`src/rtl/divisor_algoritmico_mc_if.sv`:
```
// Handshake and operand/result bundle for divisor_algoritmico_mc.
// master: the requester that drives operands and Start.
// slave: the divider that returns quotient, remainder and status.
interface divisor_algoritmico_mc_if #(
  parameter int tamanyo = 32
);
  logic               Start;
  logic               Signed_mode;
  logic [tamanyo-1:0] Num;
  logic [tamanyo-1:0] Den;
  logic [tamanyo-1:0] Coc;
  logic [tamanyo-1:0] Res;
  logic               Done;
  logic               Busy;
  logic               Dbz;

  modport master (
    output Start, Signed_mode, Num, Den,
    input  Coc, Res, Done, Busy, Dbz
  );

  modport slave (
    input  Start, Signed_mode, Num, Den,
    output Coc, Res, Done, Busy, Dbz
  );
endinterface

```
`src/rtl/divisor_algoritmico_mc.sv`:
```
// divisor_algoritmico_mc: multicycle restoring divider, one quotient bit per
// clock, signed or unsigned operands selected at Start.
// Latency is tamanyo+2 cycles from the Start sampling edge to the Done cycle.
// Optional macro DIVISOR_DBZ_DETECT_EN: a zero divisor bypasses the loop,
// raises Dbz and returns Coc = all ones, Res = Num two cycles after Start.
module divisor_algoritmico_mc #(
  parameter int tamanyo = 32
) (
  input logic                     CLK,
  input logic                     RSTa,
  divisor_algoritmico_mc_if.slave bus
);

  localparam int CW = $clog2(tamanyo);

  localparam logic [1:0] IDLE = 2'd0;
  localparam logic [1:0] LOOP = 2'd1;
  localparam logic [1:0] FIX  = 2'd2;

  logic [1:0]         state;
  logic [CW-1:0]      cnt;

  // Datapath registers; they carry no reset because every operation
  // reloads them at capture before they are used.
  logic [tamanyo-1:0] rem;
  logic [tamanyo-1:0] quo;
  logic [tamanyo-1:0] den_mag;
  logic               sq;
  logic               sr;
`ifdef DIVISOR_DBZ_DETECT_EN
  logic               dbz_pend;
  logic               den_zero;
`endif

  logic               s_num;
  logic               s_den;
  logic [tamanyo-1:0] num_abs;
  logic [tamanyo-1:0] den_abs;
  logic [tamanyo:0]   rem_sh;
  logic               fits;
  logic [tamanyo-1:0] diff;

  // Two's-complement negate when sel is set; -(-2^(n-1)) wraps back to
  // 2^(n-1), which is the correct unsigned magnitude in n bits.
  function automatic logic [tamanyo-1:0] neg_if(input logic sel,
                                                input logic [tamanyo-1:0] v);
    return sel ? (~v + 1'b1) : v;
  endfunction

  // Operand magnitudes at capture and one restoring step of the loop.
  // The n+1-bit partial remainder only exists as rem_sh; once the trial
  // subtraction is resolved the kept remainder is below |Den| and fits n bits.
  always_comb begin
    s_num   = bus.Signed_mode & bus.Num[tamanyo-1];
    s_den   = bus.Signed_mode & bus.Den[tamanyo-1];
    num_abs = neg_if(s_num, bus.Num);
    den_abs = neg_if(s_den, bus.Den);
    rem_sh  = {rem, quo[tamanyo-1]};
    fits    = (rem_sh >= {1'b0, den_mag});
    diff    = rem_sh[tamanyo-1:0] - den_mag;
`ifdef DIVISOR_DBZ_DETECT_EN
    den_zero = (bus.Den == '0);
`endif
  end

  // Load magnitudes and signs at capture, then shift/subtract once per LOOP cycle.
  always_ff @(posedge CLK) begin
    if (state == IDLE && bus.Start) begin
      rem     <= '0;
      quo     <= num_abs;
      den_mag <= den_abs;
      sq      <= s_num ^ s_den;
      sr      <= s_num;
`ifdef DIVISOR_DBZ_DETECT_EN
      dbz_pend <= den_zero;
`endif
    end else if (state == LOOP) begin
      rem <= fits ? diff : rem_sh[tamanyo-1:0];
      quo <= {quo[tamanyo-2:0], fits};
    end
  end

  // Sequencing FSM and registered outputs; reset aborts any operation in flight.
  always_ff @(posedge CLK or negedge RSTa) begin
    if (!RSTa) begin
      state    <= IDLE;
      cnt      <= '0;
      bus.Coc  <= '0;
      bus.Res  <= '0;
      bus.Done <= 1'b0;
      bus.Busy <= 1'b0;
      bus.Dbz  <= 1'b0;
    end else begin
      bus.Done <= 1'b0;
      case (state)
        IDLE: begin
          if (bus.Start) begin
            bus.Busy <= 1'b1;
            cnt      <= CW'(tamanyo - 1);
`ifdef DIVISOR_DBZ_DETECT_EN
            state    <= den_zero ? FIX : LOOP;
`else
            state    <= LOOP;
`endif
          end
        end
        LOOP: begin
          cnt <= cnt - 1'b1;
          if (cnt == '0) state <= FIX;
        end
        FIX: begin
          bus.Done <= 1'b1;
          bus.Busy <= 1'b0;
          state    <= IDLE;
`ifdef DIVISOR_DBZ_DETECT_EN
          if (dbz_pend) begin
            // quo still holds |Num|; re-applying the dividend sign restores raw Num.
            bus.Coc <= '1;
            bus.Res <= neg_if(sr, quo);
            bus.Dbz <= 1'b1;
          end else begin
            bus.Coc <= neg_if(sq, quo);
            bus.Res <= neg_if(sr, rem);
            bus.Dbz <= 1'b0;
          end
`else
          bus.Coc <= neg_if(sq, quo);
          bus.Res <= neg_if(sr, rem);
          bus.Dbz <= 1'b0;
`endif
        end
        default: state <= IDLE;
      endcase
    end
  end

endmodule

```
`src/flat_wrapper.sv`:
```
// flat-port wrapper written by rule: the top's interface ports become plain ports
module divisor_algoritmico_mc_flat 
#(
  parameter int tamanyo = 32
)
  (CLK, RSTa, bus_Start, bus_Signed_mode, bus_Num, bus_Den, bus_Coc, bus_Res, bus_Done, bus_Busy, bus_Dbz);
  divisor_algoritmico_mc_if #(.tamanyo(tamanyo)) bus_i ();
  input logic CLK;
  input logic RSTa;
  input wire logic [$bits(bus_i.Start)-1:0] bus_Start;
  input wire logic [$bits(bus_i.Signed_mode)-1:0] bus_Signed_mode;
  input wire logic [$bits(bus_i.Num)-1:0] bus_Num;
  input wire logic [$bits(bus_i.Den)-1:0] bus_Den;
  output wire logic [$bits(bus_i.Coc)-1:0] bus_Coc;
  output wire logic [$bits(bus_i.Res)-1:0] bus_Res;
  output wire logic [$bits(bus_i.Done)-1:0] bus_Done;
  output wire logic [$bits(bus_i.Busy)-1:0] bus_Busy;
  output wire logic [$bits(bus_i.Dbz)-1:0] bus_Dbz;
  assign bus_i.Start = bus_Start;
  assign bus_i.Signed_mode = bus_Signed_mode;
  assign bus_i.Num = bus_Num;
  assign bus_i.Den = bus_Den;
  assign bus_Coc = bus_i.Coc;
  assign bus_Res = bus_i.Res;
  assign bus_Done = bus_i.Done;
  assign bus_Busy = bus_i.Busy;
  assign bus_Dbz = bus_i.Dbz;
  divisor_algoritmico_mc #(.tamanyo(tamanyo)) u_core (.CLK(CLK), .RSTa(RSTa), .bus(bus_i));
endmodule
```
`config.mk`:
```
export PLATFORM = sky130hd
export DESIGN_NAME = divisor_algoritmico_mc_flat
export DESIGN_NICKNAME = d
export VERILOG_FILES = /design/src/rtl/divisor_algoritmico_mc_if.sv /design/src/rtl/divisor_algoritmico_mc.sv /design/src/flat_wrapper.sv
export SDC_FILE = /design/constraint.sdc
export NUM_CORES = 1
export LEC_CHECK = 0
export BUFFER_PORTS_ARGS = -buffer_cell sky130_fd_sc_hd__buf_4
export CAP_MARGIN = 20
export CELL_PAD_IN_SITES_DETAIL_PLACEMENT = 1
export CELL_PAD_IN_SITES_GLOBAL_PLACEMENT = 1
export CORE_MARGIN = 3
export CORE_UTILIZATION = 48
export DETAILED_ROUTE_END_ITERATION = 8
export PLACE_DENSITY = 0.94
export SLEW_MARGIN = 20
export SYNTH_ARGS = -nofsm -noshare
export SYNTH_HDL_FRONTEND = slang
export SYNTH_SLANG_ARGS = --single-unit
```
`constraint.sdc`:
```
create_clock -name CLK -period 6.43 [get_ports CLK]
set_input_delay 0.9645 -clock CLK [delete_from_list [all_inputs] [get_ports CLK]]
set_output_delay 0.9645 -clock CLK [all_outputs]
set_load 0.005 [all_outputs]
```
* Word level (Yosys, flattened, before mapping)
Cells that the tools add are included.
** Word-level totals
- Register bits after elaboration :: 171
- Bits of input ports :: 68
- Output and inout port bits :: 67
** Cells by class
- Add/sub/neg operators :: 6
- $lt $le $gt $ge :: 1
- Eq/ne operators :: 4
- Muxes and demuxes :: 15
- Bitwise operators :: 7
- Reduce and logical (&&, ||, !) cells :: 9
** Operators by type and width (count)
- two-way mux 32 bit :: 7
- adder 32 x 1 -> 32 bit (second input constant) :: 4
- NOT 32 bit :: 4
- >= comparator 33 x 32 -> 1 bit :: 1
- subtractor 32 bit :: 1
- one-hot mux 5 bit (2 select lines) :: 1
- AND reduction 2 bit :: 3
- nonzero test 2 bit :: 3
- zero test 5 bit :: 1
- two-way mux 5 bit :: 1
- subtractor 5 x 1 -> 5 bit (second input constant) :: 1
- two-way mux 2 bit :: 2
- != test 2 bit (second input constant) :: 2
- one-hot mux 2 bit (2 select lines) :: 1
- bitwise AND 1 bit :: 2
- equality test 2 x 1 -> 1 bit (second input constant) :: 1
- equality test 2 bit (second input constant) :: 1
- zero test 2 bit :: 1
- two-way mux 1 bit :: 2
- one-hot mux 1 bit (2 select lines) :: 1
- logical AND 1 bit :: 1
- XOR 1 bit :: 1

* Depth between registers and ports, before layout
Gate-level depths: netlist (run 1).
- Depth in word-level cells :: 4
- Gate-level depth with buffers :: 13
- Depth with buffers taken out :: 13

* Worst setup path after synthesis (run 1)
Ideal clock, no wire load.
- Path type :: flip-flop to flip-flop
- From :: register u_core.rem[14]
- To :: register u_core.bus.Res[30]
- Library setup time :: 0.129 ns
- Arrival :: 3.310 ns
- Data required time :: 6.301 ns
- Setup slack :: 2.991 ns
- Cell stages (with the launch flop) :: 10
- Path through :: dfxtp_1 > or4_1 > or4_4 > or3_1 > or4_4 > or4_1 > or4_4 > o31ai_4 > xor2_1 > o21ai_1
** Between the ends
- Word-level cells in the longest chain between the ends :: 3
** Ends and longest elaborated chain
- start: declaration :: RTL line divisor_algoritmico_mc.sv:25 : logic [tamanyo-1:0] rem;
- start signal: assignment :: RTL line divisor_algoritmico_mc.sv:78 : rem <= fits ? diff : rem_sh[tamanyo-1:0];
- NOT 32 bit :: RTL line divisor_algoritmico_mc.sv:47 : return sel ? (~v + 1'b1) : v;
- adder 32 x 1 -> 32 bit :: RTL line divisor_algoritmico_mc.sv:47
- two-way mux 32 bit :: RTL line divisor_algoritmico_mc.sv:47
- end signal: assignment :: RTL line divisor_algoritmico_mc.sv:128 : bus.Res <= neg_if(sr, rem);
- end: declaration :: RTL line divisor_algoritmico_mc_if.sv:24 : output Coc, Res, Done, Busy, Dbz
No other way between the ends.
A chain may end at the register's enable or synchronous reset.

* Worst setup path after layout (run 1)
- From :: register u_core.rem[2]
- To :: register u_core.bus.Res[30]
The elaborated chain is that of the path after synthesis.

==> impl_metrics.csv, run 1 <==
group,metric,value,unit
run_status,outcome,"finished, final reports clean",
finish,syn2layout_area_growth,17.3,%
cts,clock-sinks,171,
finish,antenna_cells,0,
synthesis,synth_nets,1296,
detailed_routing,routed_wl,34.8,mm
global_routing,grt_usage,0.285,
cts,root_buffer,"clkbuf_16",
pwr,p_leak,5.37,nW
run,maxCapViolations,0,
cts,cts_made_buffers,17,
place,dp.cells,1549,
place,place.gp.congestion,0.949,
global_routing,grt_max_degree,131,
timing,fin_skew,0.00954,ns
timing,fmax,265,MHz
worst_setup_path,worstPathCellList,"nor4_1 -> nand3_1 -> or3_1 -> or4_4 -> or4_1 -> or4_4 -> o31ai_4 -> xor2_1 -> o21ai_1",
timing,fin_crit_sh,0.587,
global_routing,grt_pass1_wl,54.5,mm
global_routing,antenna_found_initial,0,
worst_setup_path,cp.required,6.74,ns
floorplan,pin_count,135,
cts,holdBufCountCts,0,
pwr,ir_drop,0.000260,V
cts,ctsResizeCount,0,
timing,worst_slew_pin_slew,1.05,ns
synthesis,synth_area,10600,µm²
worst_setup_path,crit_path_top_delay_cell,"nor4_1",
synthesis,ys_types,64,
synthesis,synthCells,1189,
timing,maxSlewHeadroom,0.297,
place,numPortBuffers,133,
floorplan,initial_core_util,0.496,
synthesis,synth_seq_cells,171,
synthesis,synthFlopType,"dfrtp_1",
worst_setup_path,crit_family,"simple AND/OR/NAND/NOR gates",
worst_setup_path,cpPeakStageDelay,0.79,ns
synthesis,seq_area_frac_synth,0.420,
timing,setup_viol,0,
worst_setup_path,cp-end-kind,"flop",
finish,fin_cells,1582,
detailed_routing,num_vias,9658,
floorplan,die_h,154,µm
synthesis,ys_warn_count,0,
detailed_routing,final_antenna_net_count,0,
detailed_routing,drtIter0Drc,778,
worst_setup_path,crit_type,"flop to flop",
cts,cts-htree-levels,4,
synthesis,synth_area_per_cell,8.90,µm²
floorplan,dieArea,23900,µm²
cts,cts_tree,"built",
min_path,hp-class,"flop to flop",
floorplan,placementRows,53,
worst_setup_path,ff2ff_setup_slack,2.66,ns
detailed_routing,post_drt_wl_per_cell,22.0,µm
detailed_routing,drt_pre_antenna_iters,5,
timing,drv_slew,0,
detailed_routing,drc,0,
pwr,p_per_area,468,nW/µm²
worst_setup_path,critPathMaxFanout,7,
finish,drive_above_1_share,0.144,
place,hpwl,24.9,mm
synthesis,synth_edf_count,66,
cts,clk_pin_slew_worst_paths,0.07,ns
global_routing,grt-ovfl-total,0,
timing,period_minus_slack,3.77,ns
timing,tns,0,ns
detailed_routing,viasPerCell,6.10,
floorplan,die_w,154,µm
global_routing,grt_pass1_vias,9961,
floorplan,coreArea,21400,µm²
synthesis,ys_async_sr_fraction,0.427,
worst_setup_path,worst-path-buf-inv,0,
worst_setup_path,crit_arrival,4.09,ns
cts,post_cts_buffers,0,
timing,rsz0062_at_grt,"false",
worst_setup_path,path_common_cell,"or4_4",
worst_setup_path,crit_path_start_kind,"flop",
cts,cts_buffer_depth,2,
cts,insertion_delay,0.44,ns
finish,layout.nets,1401,
timing,hold_violations,0,
power breakdown:
part / switching [mW] / total, mW / leakage, nW / internal [mW]
logic: 1.54 / 2.64 / 3.17 / 1.10
clock network: 0.488 / 1.06 / 0.292 / 0.573
registers: 0.568 / 2.12 / 1.90 / 1.55
total: 2.59 / 5.81 / 5.37 / 3.22
cells by family (layout without fill, tap and decap cells):
logic type,after synthesis,count (layout),synth area share
mux,28,28,0.0268
simple gates,367,367,0.159
other cells,1,1,0.000354
xor+xnor,147,147,0.122
fa+ha+maj,39,39,0.0468
compound gates,323,323,0.184
flops,171,171,0.420
buf+inv,113,231,0.0404
state kept, by name (all words and copies together) (netlist names):
name             cells
u_core.bus.Done      1
u_core.rem          32
u_core.sq            1
u_core.bus.Res      32
u_core.bus.Busy      1
u_core.state         2
u_core.quo          32
u_core.bus.Coc      32
u_core.den_mag      32
u_core.cnt           5
u_core.sr            1
layout by cell type, fill, tap and decap left out, drive strengths merged, types with 24 or more instances in the layout:
| cell | n |
|---|---|
| edfxtp | 66 |
| o21ai | 133 |
| nand2 | 159 |
| buf | 138 |
| nor3 | 24 |
| ha | 38 |
| inv | 69 |
| nor2 | 82 |
| dfxtp | 32 |
| a21oi | 85 |
| mux2i | 25 |
| dfrtp | 73 |
| xor2 | 86 |
| xnor2 | 61 |
worst paths after layout:
kind	from	end	cells past startpoint
max in group asynchronous	RSTa	u_core.bus.Res[21]$_DFFE_PN0P_	1
min in group asynchronous	RSTa	u_core.bus.Coc[16]$_DFFE_PN0P_	1
worst max register to register	u_core.rem[2]$_SDFFE_PP0P_	u_core.bus.Res[30]$_DFFE_PN0P_	9
worst min register to register	u_core.bus.Coc[8]$_DFFE_PN0P_	u_core.bus.Coc[8]$_DFFE_PN0P_	2
worst min-delay path	u_core.bus.Coc[8]$_DFFE_PN0P_	u_core.bus.Coc[8]$_DFFE_PN0P_	2
worst max-delay path	u_core.rem[2]$_SDFFE_PP0P_	u_core.bus.Res[30]$_DFFE_PN0P_	9
per-layer routing:
metal / part of all wire / track usage
met3: 0.071 / 0.0579
met4: 0.026 / 0.0824
met2: 0.48 / 0.474
met1: 0.42 / 0.380
met5: 0 / 0
Yosys cell counts (all sizes together), types with 4 or more instances:
master | n | area [µm²]
a21o | 13 | 97.6
a21oi | 85 | 425
a221oi | 4 | 35.0
a31oi | 6 | 37.5
and2 | 8 | 50.1
and3 | 8 | 50.1
buf | 8 | 33.8
clkbuf | 44 | 165
dfrtp | 73 | 1830
dfxtp | 32 | 641
edfxtp | 66 | 1980
ha | 38 | 475
inv | 61 | 229
mux2i | 25 | 250
nand2 | 159 | 597
nand2b | 11 | 68.8
nand3 | 14 | 70.1
nand4 | 7 | 43.8
nor2 | 82 | 308
nor2b | 5 | 31.3
nor3 | 24 | 120
nor3b | 4 | 30.0
nor4 | 13 | 81.3
o211ai | 4 | 30.0
o21a | 6 | 45.0
o21ai | 133 | 666
o21bai | 6 | 45.0
o221ai | 4 | 35.0
o22ai | 4 | 25.0
o31ai | 19 | 156
o41ai | 15 | 131
or2 | 5 | 31.3
or3 | 9 | 56.3
or4 | 13 | 109
xnor2 | 61 | 534
xor2 | 86 | 753
through the flow:
step	util	instance area, µm²	hold WS, ns	total power [mW]	worst slack, ns
global placement	0.552	11800	0.464	4.39	2.83
finish	0.581	12400	0.480	5.81	2.66
floorplan	-	10600	0.458	3.65	2.99
CTS	0.580	12400	0.488	5.73	2.67
global route	0.581	12400	0.524	6.12	2.51
detailed placement	0.552	11800	0.471	4.59	2.66
tightest hold or removal path, delay by kind of cell (launching register included):
kind	cells	cell delay, ns
DFF	1	0.34
AOI/OAI and AO/OA	1	0.06
and+or+nand+nor	1	0.05
final cells by class:
class,instances,area (µm²)
Sequential cell,171,4450
Multi-Input combinational cell,905,5730
Clock inverter,14,150
Tap cell,275,344
Fill cell,2445,8940
Clock buffer,18,450
Timing Repair Buffer,138,1060
Inverter,61,229
Note: power is estimated with default switching activity, not from simulation.
==> inputs of run 2 (changes only) <==
- CORE_UTILIZATION: 48 -> 41
- PLACE_DENSITY: 0.94 -> 0.86
- clock period: 6.43 -> 3.4 ns (I/O delays scaled with it)
==> run 2 against run 1 <==
Net effect:
- the flow now finishes with violations (setup timing)
- maximum frequency increased by 6.8%
- critical path type unchanged
- combinational power increased by 110%
- largest power group unchanged
- clock-buffer cell count decreased by 1
==> impl_metrics.csv, run 2 (synthesis gave the netlist of run 1 again) <==
group,metric,value,unit
floorplan,dieArea,27800,µm²
timing,rsz0062_at_grt,"true",
timing,fin_crit_sh,1.04,
floorplan,die_w,167,µm
worst_setup_path,crit_family,"simple AND/OR/NAND/NOR gates",
cts,cts_made_buffers,17,
floorplan,coreArea,25300,µm²
timing,fmax,283,MHz
timing,tns,-0.234,ns
finish,syn2layout_area_growth,22.1,%
place,pre_cts_slack,-0.219,ns
global_routing,grt_max_degree,131,
timing,period_minus_slack,3.53,ns
detailed_routing,drtIter0Drc,712,
timing,fin_skew,0.0119,ns
pwr,p_leak,5.63,nW
cts,cts_tree,"built",
cts,holdBufCountCts,0,
cts,clk_pin_slew_worst_paths,0.08,ns
cts,cts-htree-levels,4,
worst_setup_path,crit_arrival,3.86,ns
run_status,outcome,"complete, but fails checks",
place,numPortBuffers,133,
worst_setup_path,worst-path-buf-inv,0,
detailed_routing,viasPerCell,5.69,
global_routing,grt_pass1_vias,10000,
worst_setup_path,cp.required,3.73,ns
min_path,hp-class,"input port to asynchronous set/reset pin",
place,placed_area,12200,µm²
worst_setup_path,crit_path_start_kind,"flop",
cts,cts_buffer_depth,2,
detailed_routing,routed_wl,33.4,mm
worst_setup_path,cpPeakStageDelay,0.53,ns
cts,clock-sinks,171,
timing,hold_ws,0.175,ns
pwr,ir_drop,0.000435,V
detailed_routing,drc,0,
worst_setup_path,crit_type,"flop to flop",
floorplan,pin_count,135,
timing,worst_slew_pin_slew,0.975,ns
place,place.gp.congestion,0.904,
worst_setup_path,path_common_cell,"or4_4",
floorplan,die_h,167,µm
finish,layout.nets,1450,
detailed_routing,post_drt_wl_per_cell,19.8,µm
finish,antenna_cells,0,
place,hpwl,24.5,mm
timing,drv_slew,0,
timing,maxSlewHeadroom,0.350,
floorplan,initial_core_util,0.419,
finish,final_area,12900,µm²
worst_setup_path,critPathMaxFanout,2,
floorplan,placementRows,58,
run_status,violations,"setup timing",
detailed_routing,drt_pre_antenna_iters,5,
pwr,p_per_area,876,nW/µm²
finish,final_cell_mix,"buf_4 (184), nand2_1 (158), o21ai_0 (130)",
finish,final_common_cell,"buf_4",
finish,fin_util,0.511,
worst_setup_path,worstPathCellList,"or4_4 -> or4_4 -> or3_4 -> or4_4 -> or4_4 -> or4_4 -> o31ai_4 -> xor2_1 -> o21ai_1",
detailed_routing,final_antenna_net_count,0,
timing,final.setup.worst_slack,-0.132,ns
cts,insertion_delay,0.45,ns
detailed_routing,num_vias,9596,
timing,hold_violations,0,
global_routing,grt_pass1_wl,53.5,mm
worst_setup_path,crit_path_top_delay_cell,"or4_4",
finish,drive_above_1_share,0.181,
timing,setup_viol,2,
global_routing,grt_usage,0.237,
global_routing,grt-ovfl-total,0,
cts,root_buffer,"clkbuf_16",
worst_setup_path,ff2ff_setup_slack,-0.13,ns
worst_setup_path,cp-end-kind,"flop",
global_routing,antenna_found_initial,1,
run,maxCapViolations,0,
run 2: changes by cell type in the layout (fill, tap and decap cells not counted), sizes merged:
cell | before | now
buf | 138 | 187
clkbuf | 18 | 17
clkinvlp | 2 | 0
inv | 69 | 72
run 2: per-stage QoR:
| step | power, mW | std cells |
|---|---|---|
| global route | 12.0 | 1686 |
| floorplan | 6.90 | 1189 |
| finish | 11.3 | 1686 |
| CTS | 11.2 | 1685 |
| detailed placement | 9.03 | 1652 |
| global placement | 8.74 | 1652 |
run 2: repair_timing:
action / in CTS / in global routing
pin swaps: 0 / 1
resized for setup: 6 / 3
endpoints found under the setup margin: 3 / 5
buffers inserted: 1 / 0
run 2: layout make-up:
cell class	instances	area, µm²
fillers	2963	12300
multi-input cells	905	5760
flip-flops and latches	171	4450
repair buffers	187	1440
clock buffers	17	425
well taps	330	413
inverters	61	229
clock inverters	15	193
run 2: worst register-to-register path: stages (launching register included):
cell	delay, ns
dfxtp_2	0.32
or4_4	0.53
or4_4	0.44
or3_4	0.34
or4_4	0.43
or4_4	0.43
or4_4	0.45
o31ai_4	0.21
xor2_1	0.18
o21ai_1	0.07
run 2: power by group:
group | switching (mW) | internal [mW]
combinational | 3.12 | 2.42
sequential | 0.779 | 2.93
clock | 0.991 | 1.07
run 2: final timing paths:
kind                                                 from                             end  cells past startpoint
min in group CLK                               bus_Den[0]     u_core.den_mag[0]$_DFFE_PP_                      1
setup / recovery              u_core.rem[17]$_SDFFE_PP0P_  u_core.bus.Res[30]$_DFFE_PN0P_                      9
hold / removal                                       RSTa  u_core.bus.Coc[12]$_DFFE_PN0P_                      1
setup reg to reg              u_core.rem[17]$_SDFFE_PP0P_  u_core.bus.Res[30]$_DFFE_PN0P_                      9
hold reg to reg            u_core.bus.Res[20]$_DFFE_PN0P_  u_core.bus.Res[20]$_DFFE_PN0P_                      2
max in group asynchronous                            RSTa  u_core.bus.Res[18]$_DFFE_PN0P_                      1
run 2: routing by layer:
layer / track usage / share of wire
met5: 0 / 0.00048
met4: 0.0642 / 0.017
met3: 0.0392 / 0.055
met2: 0.395 / 0.47
met1: 0.321 / 0.45
